$ cat src/rtl/jam1_xfer_pkg.sv
// Shared definitions for the 16-bit transfer-bus scheduler: FSM states,
// destination register indices and the default destination count.
package jam1_xfer_pkg;

    typedef enum logic [1:0] {
        ST_IDLE   = 2'd0,
        ST_XFER   = 2'd1,
        ST_LOCKED = 2'd2
    } xfer_state_e;

    localparam int XFER_NDST_DEF = 8;

    // Transfer-register bank slots, in reg_xfer_load bit order
    localparam logic [3:0] XDST_PC  = 4'd0;
    localparam logic [3:0] XDST_SP  = 4'd1;
    localparam logic [3:0] XDST_X   = 4'd2;
    localparam logic [3:0] XDST_Y   = 4'd3;
    localparam logic [3:0] XDST_MAR = 4'd4;
    localparam logic [3:0] XDST_T   = 4'd5;
    localparam logic [3:0] XDST_D   = 4'd6;
    localparam logic [3:0] XDST_IR  = 4'd7;

endpackage

$ cat src/rtl/xfer_bus_sched_if.sv
// Request/grant and strobe bundle between pipeline control and the
// transfer-bus scheduler.
interface xfer_bus_sched_if #(
    parameter int NSRC = 4,
    parameter int NDST = 8
);
    localparam int DW = $clog2(NDST);

    logic [NSRC-1:0]    req;
    logic [NSRC*DW-1:0] req_dst;
    logic [NSRC-1:0]    req_lock;
    logic               stall;
    logic [NSRC-1:0]    gnt;
    logic [NSRC-1:0]    xfer_src_oe_n;
    logic [NDST-1:0]    xfer_load_n;
    logic               busy;

    modport master (
        output req, req_dst, req_lock, stall,
        input  gnt, xfer_src_oe_n, xfer_load_n, busy
    );

    modport slave (
        input  req, req_dst, req_lock, stall,
        output gnt, xfer_src_oe_n, xfer_load_n, busy
    );

endinterface

$ cat src/rtl/xfer_arb.sv
// Combinational winner select for the transfer bus. Fixed priority (index 0
// highest) by default; round-robin from a pointer when XFER_RR_EN is defined.
module xfer_arb #(
    parameter int NSRC = 4,
    parameter int IW   = 2
) (
    input  logic [NSRC-1:0] req,
`ifdef XFER_RR_EN
    input  logic [IW-1:0]   ptr,
`endif
    output logic [NSRC-1:0] win_oh,
    output logic [IW-1:0]   win_idx,
    output logic            win_vld
);

    logic hit_s;

`ifdef XFER_RR_EN
    int          cand_int_s;
    logic [IW-1:0] cand_s;

    // Search starts at the pointer and wraps; first requester found wins
    always_comb begin
        win_oh     = '0;
        win_idx    = '0;
        win_vld    = 1'b0;
        hit_s      = 1'b0;
        cand_int_s = 0;
        cand_s     = '0;
        for (int k = 0; k < NSRC; k++) begin
            cand_int_s = (int'(ptr) + k >= NSRC) ? (int'(ptr) + k - NSRC) : (int'(ptr) + k);
            cand_s     = IW'(cand_int_s);
            hit_s      = req[cand_s] && !win_vld;
            win_oh[cand_s] = win_oh[cand_s] | hit_s;
            win_idx    = hit_s ? cand_s : win_idx;
            win_vld    = win_vld | hit_s;
        end
    end
`else
    // Lowest index with a pending request wins
    always_comb begin
        win_oh  = '0;
        win_idx = '0;
        win_vld = 1'b0;
        hit_s   = 1'b0;
        for (int k = 0; k < NSRC; k++) begin
            hit_s     = req[k] && !win_vld;
            win_oh[k] = hit_s;
            win_idx   = hit_s ? IW'(k) : win_idx;
            win_vld   = win_vld | hit_s;
        end
    end
`endif

endmodule

$ cat src/rtl/xfer_bus_sched.sv
// Transfer-bus scheduler: grants the 16-bit bus to one pipeline stage per cycle
// and sequences the registered active-low source/load strobes. Round-robin
// arbitration is selected with the XFER_RR_EN macro.
module xfer_bus_sched
    import jam1_xfer_pkg::*;
#(
    parameter int NSRC = 4,
    parameter int NDST = XFER_NDST_DEF
) (
    input  logic            clk,
    input  logic            rst_n,
    xfer_bus_sched_if.slave bus
);

    localparam int DW = $clog2(NDST);
    localparam int IW = $clog2(NSRC);

    xfer_state_e      state_r;
    xfer_state_e      state_nx_s;
    logic [IW-1:0]    own_r;
    logic [DW-1:0]    dst_r;
    logic             lock_r;

    logic             grant_s;
    logic [IW-1:0]    gnt_idx_s;
    logic [NSRC-1:0]  gnt_oh_s;
    logic [NSRC-1:0]  own_oh_s;
    logic [NSRC-1:0]  arb_req_s;
    logic [NSRC-1:0]  arb_oh_s;
    logic [IW-1:0]    arb_idx_s;
    logic             arb_vld_s;
    logic [DW-1:0]    dst_arr_s [NSRC];
    logic [NDST-1:0]  dst_dec_s;

    logic [NSRC-1:0]  gnt_r;
    logic [NSRC-1:0]  src_oe_n_r;
    logic [NDST-1:0]  load_n_r;
    logic             busy_r;

`ifdef XFER_RR_EN
    logic [IW-1:0]    ptr_r;
`endif

    xfer_arb #(
        .NSRC (NSRC),
        .IW   (IW)
    ) u_arb (
        .req     (arb_req_s),
`ifdef XFER_RR_EN
        .ptr     (ptr_r),
`endif
        .win_oh  (arb_oh_s),
        .win_idx (arb_idx_s),
        .win_vld (arb_vld_s)
    );

    // One-hot view of the current bus owner
    always_comb begin
        own_oh_s        = '0;
        own_oh_s[own_r] = 1'b1;
    end

    // During a grant cycle the owner's req is still its old request, so hide it
    always_comb begin
        arb_req_s = bus.req;
        if (state_r == ST_XFER) begin
            arb_req_s = bus.req & ~own_oh_s;
        end else begin
            arb_req_s = bus.req;
        end
    end

    // Unpack per-requester destination indices
    always_comb begin
        for (int i = 0; i < NSRC; i++) begin
            dst_arr_s[i] = bus.req_dst[i*DW +: DW];
        end
    end

    // Destination decode; indices at or above NDST select nothing
    always_comb begin
        dst_dec_s = '0;
        for (int d = 0; d < NDST; d++) begin
            dst_dec_s[d] = (int'(dst_r) == d);
        end
    end

    // Next-state and grant decision
    always_comb begin
        state_nx_s = state_r;
        grant_s    = 1'b0;
        gnt_idx_s  = arb_idx_s;
        gnt_oh_s   = arb_oh_s;
        case (state_r)
            ST_IDLE: begin
                if (!bus.stall && arb_vld_s) begin
                    grant_s    = 1'b1;
                    state_nx_s = ST_XFER;
                end else begin
                    state_nx_s = ST_IDLE;
                end
            end
            ST_XFER: begin
                if (lock_r) begin
                    state_nx_s = ST_LOCKED;
                end else if (!bus.stall && arb_vld_s) begin
                    grant_s    = 1'b1;
                    state_nx_s = ST_XFER;
                end else begin
                    state_nx_s = ST_IDLE;
                end
            end
            ST_LOCKED: begin
                gnt_idx_s = own_r;
                gnt_oh_s  = own_oh_s;
                if (bus.stall) begin
                    state_nx_s = ST_LOCKED;
                end else if (bus.req[own_r]) begin
                    grant_s    = 1'b1;
                    state_nx_s = ST_XFER;
                end else if (!bus.req_lock[own_r]) begin
                    state_nx_s = ST_IDLE;
                end else begin
                    state_nx_s = ST_LOCKED;
                end
            end
            default: begin
                state_nx_s = ST_IDLE;
            end
        endcase
    end

    // State register and transfer context captured at grant
    always_ff @(posedge clk or negedge rst_n) begin
        if (!rst_n) begin
            state_r <= ST_IDLE;
            own_r   <= '0;
            dst_r   <= '0;
            lock_r  <= 1'b0;
        end else begin
            state_r <= state_nx_s;
            if (grant_s) begin
                own_r  <= gnt_idx_s;
                dst_r  <= dst_arr_s[gnt_idx_s];
                lock_r <= bus.req_lock[gnt_idx_s];
            end
        end
    end

    // Registered outputs; strobes fire the cycle after the grant pulse
    always_ff @(posedge clk or negedge rst_n) begin
        if (!rst_n) begin
            gnt_r      <= '0;
            src_oe_n_r <= '1;
            load_n_r   <= '1;
            busy_r     <= 1'b0;
        end else begin
            gnt_r      <= grant_s ? gnt_oh_s : '0;
            src_oe_n_r <= (state_r == ST_XFER) ? ~own_oh_s : '1;
            load_n_r   <= (state_r == ST_XFER) ? ~dst_dec_s : '1;
            busy_r     <= (state_nx_s != ST_IDLE) || (state_r == ST_XFER);
        end
    end

`ifdef XFER_RR_EN
    // Round-robin pointer moves just past each winner
    always_ff @(posedge clk or negedge rst_n) begin
        if (!rst_n) begin
            ptr_r <= '0;
        end else if (grant_s) begin
            ptr_r <= (gnt_idx_s == IW'(NSRC - 1)) ? '0 : gnt_idx_s + IW'(1);
        end
    end
`endif

    assign bus.gnt           = gnt_r;
    assign bus.xfer_src_oe_n = src_oe_n_r;
    assign bus.xfer_load_n   = load_n_r;
    assign bus.busy          = busy_r;

endmodule

$ cat src/flat_wrapper.sv
// flat-port wrapper written by rule: the top's interface ports become plain ports
module xfer_bus_sched_flat import jam1_xfer_pkg::*;
#(
    parameter int NSRC = 4,
    parameter int NDST = XFER_NDST_DEF
)
  (clk, rst_n, bus_req, bus_req_dst, bus_req_lock, bus_stall, bus_gnt, bus_xfer_src_oe_n, bus_xfer_load_n, bus_busy);
  xfer_bus_sched_if #(.NSRC(NSRC), .NDST(NDST)) bus_i ();
  input  logic clk;
  input  logic rst_n;
  input wire logic [$bits(bus_i.req)-1:0] bus_req;
  input wire logic [$bits(bus_i.req_dst)-1:0] bus_req_dst;
  input wire logic [$bits(bus_i.req_lock)-1:0] bus_req_lock;
  input wire logic [$bits(bus_i.stall)-1:0] bus_stall;
  output wire logic [$bits(bus_i.gnt)-1:0] bus_gnt;
  output wire logic [$bits(bus_i.xfer_src_oe_n)-1:0] bus_xfer_src_oe_n;
  output wire logic [$bits(bus_i.xfer_load_n)-1:0] bus_xfer_load_n;
  output wire logic [$bits(bus_i.busy)-1:0] bus_busy;
  assign bus_i.req = bus_req;
  assign bus_i.req_dst = bus_req_dst;
  assign bus_i.req_lock = bus_req_lock;
  assign bus_i.stall = bus_stall;
  assign bus_gnt = bus_i.gnt;
  assign bus_xfer_src_oe_n = bus_i.xfer_src_oe_n;
  assign bus_xfer_load_n = bus_i.xfer_load_n;
  assign bus_busy = bus_i.busy;
  xfer_bus_sched #(.NSRC(NSRC), .NDST(NDST)) u_core (.clk(clk), .rst_n(rst_n), .bus(bus_i));
endmodule
$ cat config.mk
export PLATFORM = sky130hd
export DESIGN_NAME = xfer_bus_sched_flat
export DESIGN_NICKNAME = d
export VERILOG_FILES = /design/src/rtl/jam1_xfer_pkg.sv /design/src/rtl/xfer_bus_sched_if.sv /design/src/rtl/xfer_arb.sv /design/src/rtl/xfer_bus_sched.sv /design/src/flat_wrapper.sv
export SDC_FILE = /design/constraint.sdc
export NUM_CORES = 1
export LEC_CHECK = 0
export BUFFER_PORTS_ARGS = -buffer_cell sky130_fd_sc_hd__buf_2
export CAP_MARGIN = 20
export CORE_ASPECT_RATIO = 0.7
export CORE_MARGIN = 3
export CORE_UTILIZATION = 55
export DETAILED_ROUTE_END_ITERATION = 8
export PLACE_DENSITY = 0.84
export SYNTH_ARGS = -nofsm -noshare
export SYNTH_HDL_FRONTEND = slang
export SYNTH_SLANG_ARGS = --single-unit
$ cat constraint.sdc
create_clock -name clk -period 5 [get_ports clk]
set_input_delay 0 -clock clk [delete_from_list [all_inputs] [get_ports clk]]
set_output_delay 0 -clock clk [all_outputs]
set_load 0.02 [all_outputs]
# [After elaboration in Yosys (flattened, before gate mapping)]
# Index checks and enable logic that the tools add are counted.
[classes] order_cmp=4 n_eq_ne=9 mux=31 bitwise_logic=7 reduce_logical=13
[op_table] cell="$mux 4" count=4
[op_table] cell="$mux 2" count=7
[op_table] cell="$eq 3x3->1 const B" count=4
[op_table] cell="$mux 1" count=10
[op_table] cell="$mux 8" count=1
[op_table] cell="$not 8->8" count=1
[op_table] cell="$bmux 1 s2" count=3
[op_table] cell="$bmux 3 s2" count=1
[op_table] cell="$eq 3x2->1 const B" count=2
[op_table] cell="$lt 2x3->1 const B" count=2
[op_table] cell="$mux 3" count=2
[op_table] cell="$pmux 2 s3" count=1
[op_table] cell="$logic_and 1x1->1" count=5
[op_table] cell="$and 4x4->4" count=1
[op_table] cell="$logic_not 1->1" count=4
[op_table] cell="$not 4->4" count=1
[op_table] cell="$eq 3x1->1 const B" count=1
[op_table] cell="$ge 3x3->1 const B" count=1
[op_table] cell="$logic_not 3->1" count=1
[op_table] cell="$not 2->3" count=1
[op_table] cell="$or 1x1->1" count=3
[op_table] cell="$pmux 1 s3" count=1
[op_table] cell="$demux 1 s2" count=1
[op_table] cell="$eq 2x1->1 const B" count=1
[op_table] cell="5 further kinds" count=5
[word_totals] reg_bits=25 in_bits=23 out_inout_bits=17 word_cells=72

# [Depth between registers and ports, before layout]
[logic_depth] depth_word=22 ltp_mapped=8 depth_no_buf=7

# [Modules after synthesis]
# A second synthesis with hierarchy kept.
[unflattened] cells_unflattened=143 hier_area_um2=1368.8
[modules_own_cells] mod="xfer_bus_sched" instances=1 cells_each=132 area_per_inst_um2=1302.5 seq_area_each_um2=640.6
[modules_own_cells] mod="xfer_arb" instances=1 cells_each=11 area_per_inst_um2=66.3 seq_area_each_um2=0.0

# [Worst setup path before layout]
# Ideal clock, no wire load.
[synth_timing] path_type="reg-to-reg" start="register u_core.own_r[0]" end="register u_core.dst_r[1]" setup_ns=0.122 t_arrival_ns=1.698 required_ns=4.878 slack_ns=3.180 stages_incl_launch_ff=8 n_path_buf=1 synth_period_minus_slack_ns=1.820 cell_sequence="dfrtp_1 > buf_6 > mux2_4 > o22a_4 > o21ai_4 > nand2_4 > or3_1 > a32o_1"
[synth_via] elab_chain_len=21 word_cells_on_any_way=33 classes_between="order compare: 2; mux: 17; bitwise: 6; reduce/logical: 8"
[synth_rtl] element="start, declared" line_no="xfer_bus_sched.sv:20" rtl="logic [IW-1:0] own_r;"
[synth_rtl] element="start signal, assigned" line_no="xfer_bus_sched.sv:143" rtl="own_r <= gnt_idx_s;"
[synth_rtl] element="$lt 2x3->1 (implied by the code) or $ge 2x1->1 (tied branches)" line_no="xfer_bus_sched.sv:60" rtl="own_oh_s[own_r] = 1'b1;"
[synth_rtl] element="$logic_and 1x1->1 (implied by the code)" line_no="xfer_bus_sched.sv:60"
[synth_rtl] element="$mux 1 (implied by the code)" line_no="xfer_bus_sched.sv:60"
[synth_rtl] element="$demux 1 s2"
[synth_rtl] element="$not 4->4" line_no="xfer_bus_sched.sv:67" rtl="arb_req_s = bus.req & ~own_oh_s;"
[synth_rtl] element="$and 4x4->4" line_no="xfer_bus_sched.sv:67"
[synth_rtl] element="$mux 4" line_no="xfer_bus_sched.sv:66" rtl="if (state_r == ST_XFER) begin"
[synth_rtl] element="$logic_not 1->1" line_no="xfer_arb.sv:47" rtl="hit_s = req[k] && !win_vld;"
[synth_rtl] element="(+4 left out)"
[synth_rtl] element="$or 1x1->1" line_no="xfer_arb.sv:50" rtl="win_vld = win_vld | hit_s;"
[synth_rtl] element="$logic_not 1->1" line_no="xfer_arb.sv:47"
[synth_rtl] element="$logic_and 1x1->1" line_no="xfer_arb.sv:47"
[synth_rtl] element="$mux 2" line_no="xfer_arb.sv:49" rtl="win_idx = hit_s ? IW'(k) : win_idx;"
[synth_rtl] element="$mux 2" line_no="xfer_bus_sched.sv:94" rtl="case (state_r)"
[synth_rtl] element="$not 2->3 (implied by the code)" line_no="xfer_bus_sched.sv:144" rtl="dst_r <= dst_arr_s[gnt_idx_s];"
[synth_rtl] element="$bmux 3 s2" line_no="xfer_bus_sched.sv:144"
[synth_rtl] element="$mux 3 (implied by the code) (2 in a row)" line_no="xfer_bus_sched.sv:144"
[synth_rtl] element="end signal, assigned" line_no="xfer_bus_sched.sv:144"
[synth_rtl] element="end, declared" line_no="xfer_bus_sched.sv:21" rtl="logic [DW-1:0] dst_r;"
# Parallel ways exist; a longest one is shown, timed or not. The select of a mux whose other input is x is not followed.
# A chain may end at the register's enable or synchronous reset.

# [Final worst setup path]
[layout_timing] start="register u_core.own_r[0]" end="register u_core.dst_r[2]"
[layout_via] word_cells_on_any_way=33 classes_between="order compare: 2; mux: 17; bitwise: 6; reduce/logical: 8"
[layout_lines] element="$lt 2x3->1 (implied by the code) or $ge 2x1->1 (tied branches)" line_no="xfer_bus_sched.sv:60"
[layout_lines] element="$logic_and 1x1->1 (implied by the code)" line_no="xfer_bus_sched.sv:60"
[layout_lines] element="$mux 1 (implied by the code)" line_no="xfer_bus_sched.sv:60"
[layout_lines] element="$demux 1 s2"
[layout_lines] element="$not 4->4" line_no="xfer_bus_sched.sv:67"
[layout_lines] element="$and 4x4->4" line_no="xfer_bus_sched.sv:67"
[layout_lines] element="$mux 4" line_no="xfer_bus_sched.sv:66"
[layout_lines] element="$logic_not 1->1" line_no="xfer_arb.sv:47"
[layout_lines] element="(+5 left out)"
[layout_lines] element="$logic_not 1->1" line_no="xfer_arb.sv:47"
[layout_lines] element="$logic_and 1x1->1" line_no="xfer_arb.sv:47"
[layout_lines] element="$or 1x1->1" line_no="xfer_arb.sv:50"
[layout_lines] element="$logic_and 1x1->1" line_no="xfer_bus_sched.sv:96, xfer_bus_sched.sv:106"
[layout_lines] element="$mux 1" line_no="xfer_bus_sched.sv:96, xfer_bus_sched.sv:106"
[layout_lines] element="$mux 1" line_no="xfer_bus_sched.sv:104" rtl="if (lock_r) begin"
[layout_lines] element="$pmux 1 s3 (*)" line_no="xfer_bus_sched.sv:94"
[layout_lines] element="net u_core.grant_s" line_no="xfer_bus_sched.sv:24" rtl="logic grant_s;"
# Mark *: on every way through the listed nets, which the timed path passes. The rest lies on a longest branch. The select of a mux whose other input is x is not followed.

==> results.cfg <==
[synth]
syn_nets = 159
synth_edf_count = 0
ys_async_sr_fraction_pct = 100
synth_cells = 136
synth_seq_area_share_pct = 46.7
synthMuxAreaShare_pct = 5.38
synth_top_family_by_area = compound AO/OA/AOI/OAI gates
synth-xor-area-share_pct = 0
synthAdderAreaFrac_pct = 0
ys_warn_count = 0
synthFlopType = dfrtp_1
synthSimpleGateAreaFrac_pct = 20.8
synth.distinct_cells = 51
ys_seq_elements = 25
netlist_area_um2 = 1370
syn_area_per_cell_um2 = 10.1
synth-compound-area-share_pct = 22.8

[floorplan]
ioPinCount = 40
initial_utilization_pct = 60.7
die_area_um2 = 3140
coreArea_um2 = 2260
die_w_um = 65.7
die_y_um = 47.8
core.rowCount = 14

[cts]
ctsRootBufferMaster = clkbuf_4
clk_latency_ns = 0.32
cts_setup_buffers = 0
cts_tree = yes
clockBufferDepth = 2
hold_buffers = 2
path_clk_slew_ns = 0.13
clock-sinks = 25
htree_levels = 1
cts_resized = 0
cts-buffers-inserted = 3

[sta]
worst_pin_slew_ns = 0.557
fmax_mhz = 436
min_period_ns = 2.29
hold_viol = 0
rsz0062_at_grt = no
relSlewSlack_pct = 62.9
period_share_pct = 45.9
drv_slew = 0
skew_ns = 0.00514
setup_violations = 0
finalSetupTns_ns = 0

[setup_path]
critPathCaptureType = register
rr_endpoint = u_core.dst_r[2]
worst_setup_path_start_kind = register
arrival_ns = 2.52
path_max_fanout = 15
r2r-start = u_core.own_r[0]
critical_path_class = reg -> reg
reg2regPathDepth = 7
required_ns = 5.22
rrSetupSlack_ns = 2.71

[grt]
grt_pass1_vias = 1089
grt_pass1_wl_um = 5110
antenna_found_initial = 0
grt_util_all_layers_pct = 22.0
grt.overflow.total = 0
grt_max_degree = 26

[power_and_ir_drop]
irDropWorstVdd_mv = 0.230
power.total_uw = 824
power-per-cell-area_nw_per_um2 = 513
p_leak_uw = 0.000696

[finish]
nets = 198
synthToLayoutAreaGrowth_pct = 17.2
antenna_cells = 0
drive_gt1_share_pct = 37.4

[hold_path]
whs_path_depth = 3
worst_hold_path_type = in -> reg
hold_path_end = u_core.state_r[1]
min_from = bus_stall

[place]
dpl.hpwl_um = 2450
gp_congestion = 0.970
port_buffers = 39

[drt]
avgRoutedWirePerCell_um = 15.8
vias = 1237
drtIter0Drc = 86
drc = 0
avgViaCountPerCell = 6.00
drt.antenna.violating_nets = 0
drt_first_pass_iters = 4
finalWirelength_um = 3260

[flow_run]
drv_cap = 0

[run_status]
status = finished, final reports clean
==> Yosys cell counts (all sizes together), types with 2 or more instances <==
cell / instances / area [um^2]
a21boi: 3 / 22.5
a21o: 2 / 16.3
a21oi: 7 / 35.0
a31oi: 2 / 12.5
a32o: 3 / 30.0
and2: 2 / 15.0
buf: 5 / 40.0
clkbuf: 2 / 7.51
dfrtp: 13 / 325
dfstp: 12 / 315
inv: 3 / 11.3
mux4: 2 / 48.8
nand2: 12 / 55.1
nand2b: 3 / 18.8
nand3: 5 / 25.0
nand3b: 3 / 22.5
nand4b: 2 / 17.5
nor2: 15 / 56.3
nor2b: 3 / 18.8
nor3: 2 / 10.0
o21a: 3 / 22.5
o21ai: 9 / 56.3
o22ai: 4 / 25.0
or3: 2 / 12.5
==> logic make-up (layout without fill, tap and decap cells) <==
kind of cell / count (synthesis) / after routing
buffers and inverters: 10 / 48
muxes: 4 / 4
DFF: 25 / 25
AOI/OAI and AO/OA: 43 / 43
and+or+nand+nor: 54 / 54
==> area by class of cell <==
class	count	area (um^2)
Fill cell	181	653
Inverter	3	11.3
Multi-Input combinational cell	101	672
Clock inverter	1	5.00
Clock buffer	3	22.5
Timing Repair Buffer	41	215
Sequential cell	25	641
Tap cell	32	40.0
==> metrics by stage <==
stage | hold WS, ns | std cells | cell area [um^2] | util [%] | setup slack, ns
finish | 0.0300 | 206 | 1610 | 71.1 | 2.71
global route | 0.0109 | 206 | 1610 | 71.1 | 2.57
CTS | 0.00878 | 206 | 1610 | 71.1 | 2.72
detailed placement | 0.0142 | 200 | 1560 | 69.0 | 2.75
global placement | 0.00787 | 200 | 1560 | 69.0 | 2.85
floorplan | -0.296 | 136 | 1370 | - | 3.18
==> worst max-delay path by stage <==
stage | from | to | slack, ns
6_report | u_core.own_r[0] | u_core.dst_r[2] | 2.71
5_1_grt | u_core.own_r[0] | u_core.dst_r[2] | 2.57
4_1_cts | u_core.own_r[0] | u_core.dst_r[1] | 2.72
3_5_place_dp | u_core.own_r[0] | u_core.dst_r[2] | 2.75
3_3_place_gp | u_core.own_r[0] | u_core.dst_r[1] | 2.85
2_1_floorplan | u_core.own_r[0] | u_core.dst_r[1] | 3.18
==> cells in the final DEF (no fill, tap or decap), types with 2 or more instances in the layout <==
| master | n |
|---|---|
| nand2b_1 | 3 |
| nand3b_1 | 3 |
| a21oi_1 | 7 |
| o21a_1 | 3 |
| dlygate4sd3_1 | 2 |
| nor3_1 | 2 |
| dfstp_2 | 12 |
| a31oi_1 | 2 |
| a32o_1 | 3 |
| nand4b_1 | 2 |
| inv_1 | 2 |
| nor2_1 | 15 |
| nand2_1 | 10 |
| o21ai_0 | 7 |
| clkbuf_4 | 3 |
| a21boi_0 | 3 |
| o22ai_1 | 4 |
| buf_2 | 39 |
| dfrtp_1 | 13 |
| nand3_1 | 5 |
| nor2b_1 | 3 |
| or3_1 | 2 |
==> report_power, final <==
part / leakage, uW / internal, uW / switching (uW)
Combinational: 0.000388 / 159 / 225
Clock: 0.0000177 / 30.0 / 60.1
Sequential: 0.000290 / 272 / 78.7
==> routing by layer <==
layer	up-vias	part of all wire, %	track usage, %
li1	580	-	-
met4	0	0.21	2.07
met5	-	0	0
met2	69	44	35.7
met1	586	46	31.1
met3	2	9.4	6.34
==> state kept, by name, summed over array words and instances (netlist names) <==
signal and count:
u_core.bus.busy 1, u_core.bus.gnt 4, u_core.bus.xfer_load_n 8, u_core.bus.xfer_src_oe_n 4, u_core.dst_r 3, u_core.lock_r 1
u_core.own_r 2, u_core.state_r 2
==> worst max-delay path, cell delays in order (launching register included) <==
cell and delay, ns:
dfrtp_1 0.68, mux2_4 0.35, o22a_4 0.20, o21ai_1 0.13, a21o_2 0.29, inv_1 0.15
o21a_1 0.13, a32o_1 0.25
Power figures use the tool's default switching activity.
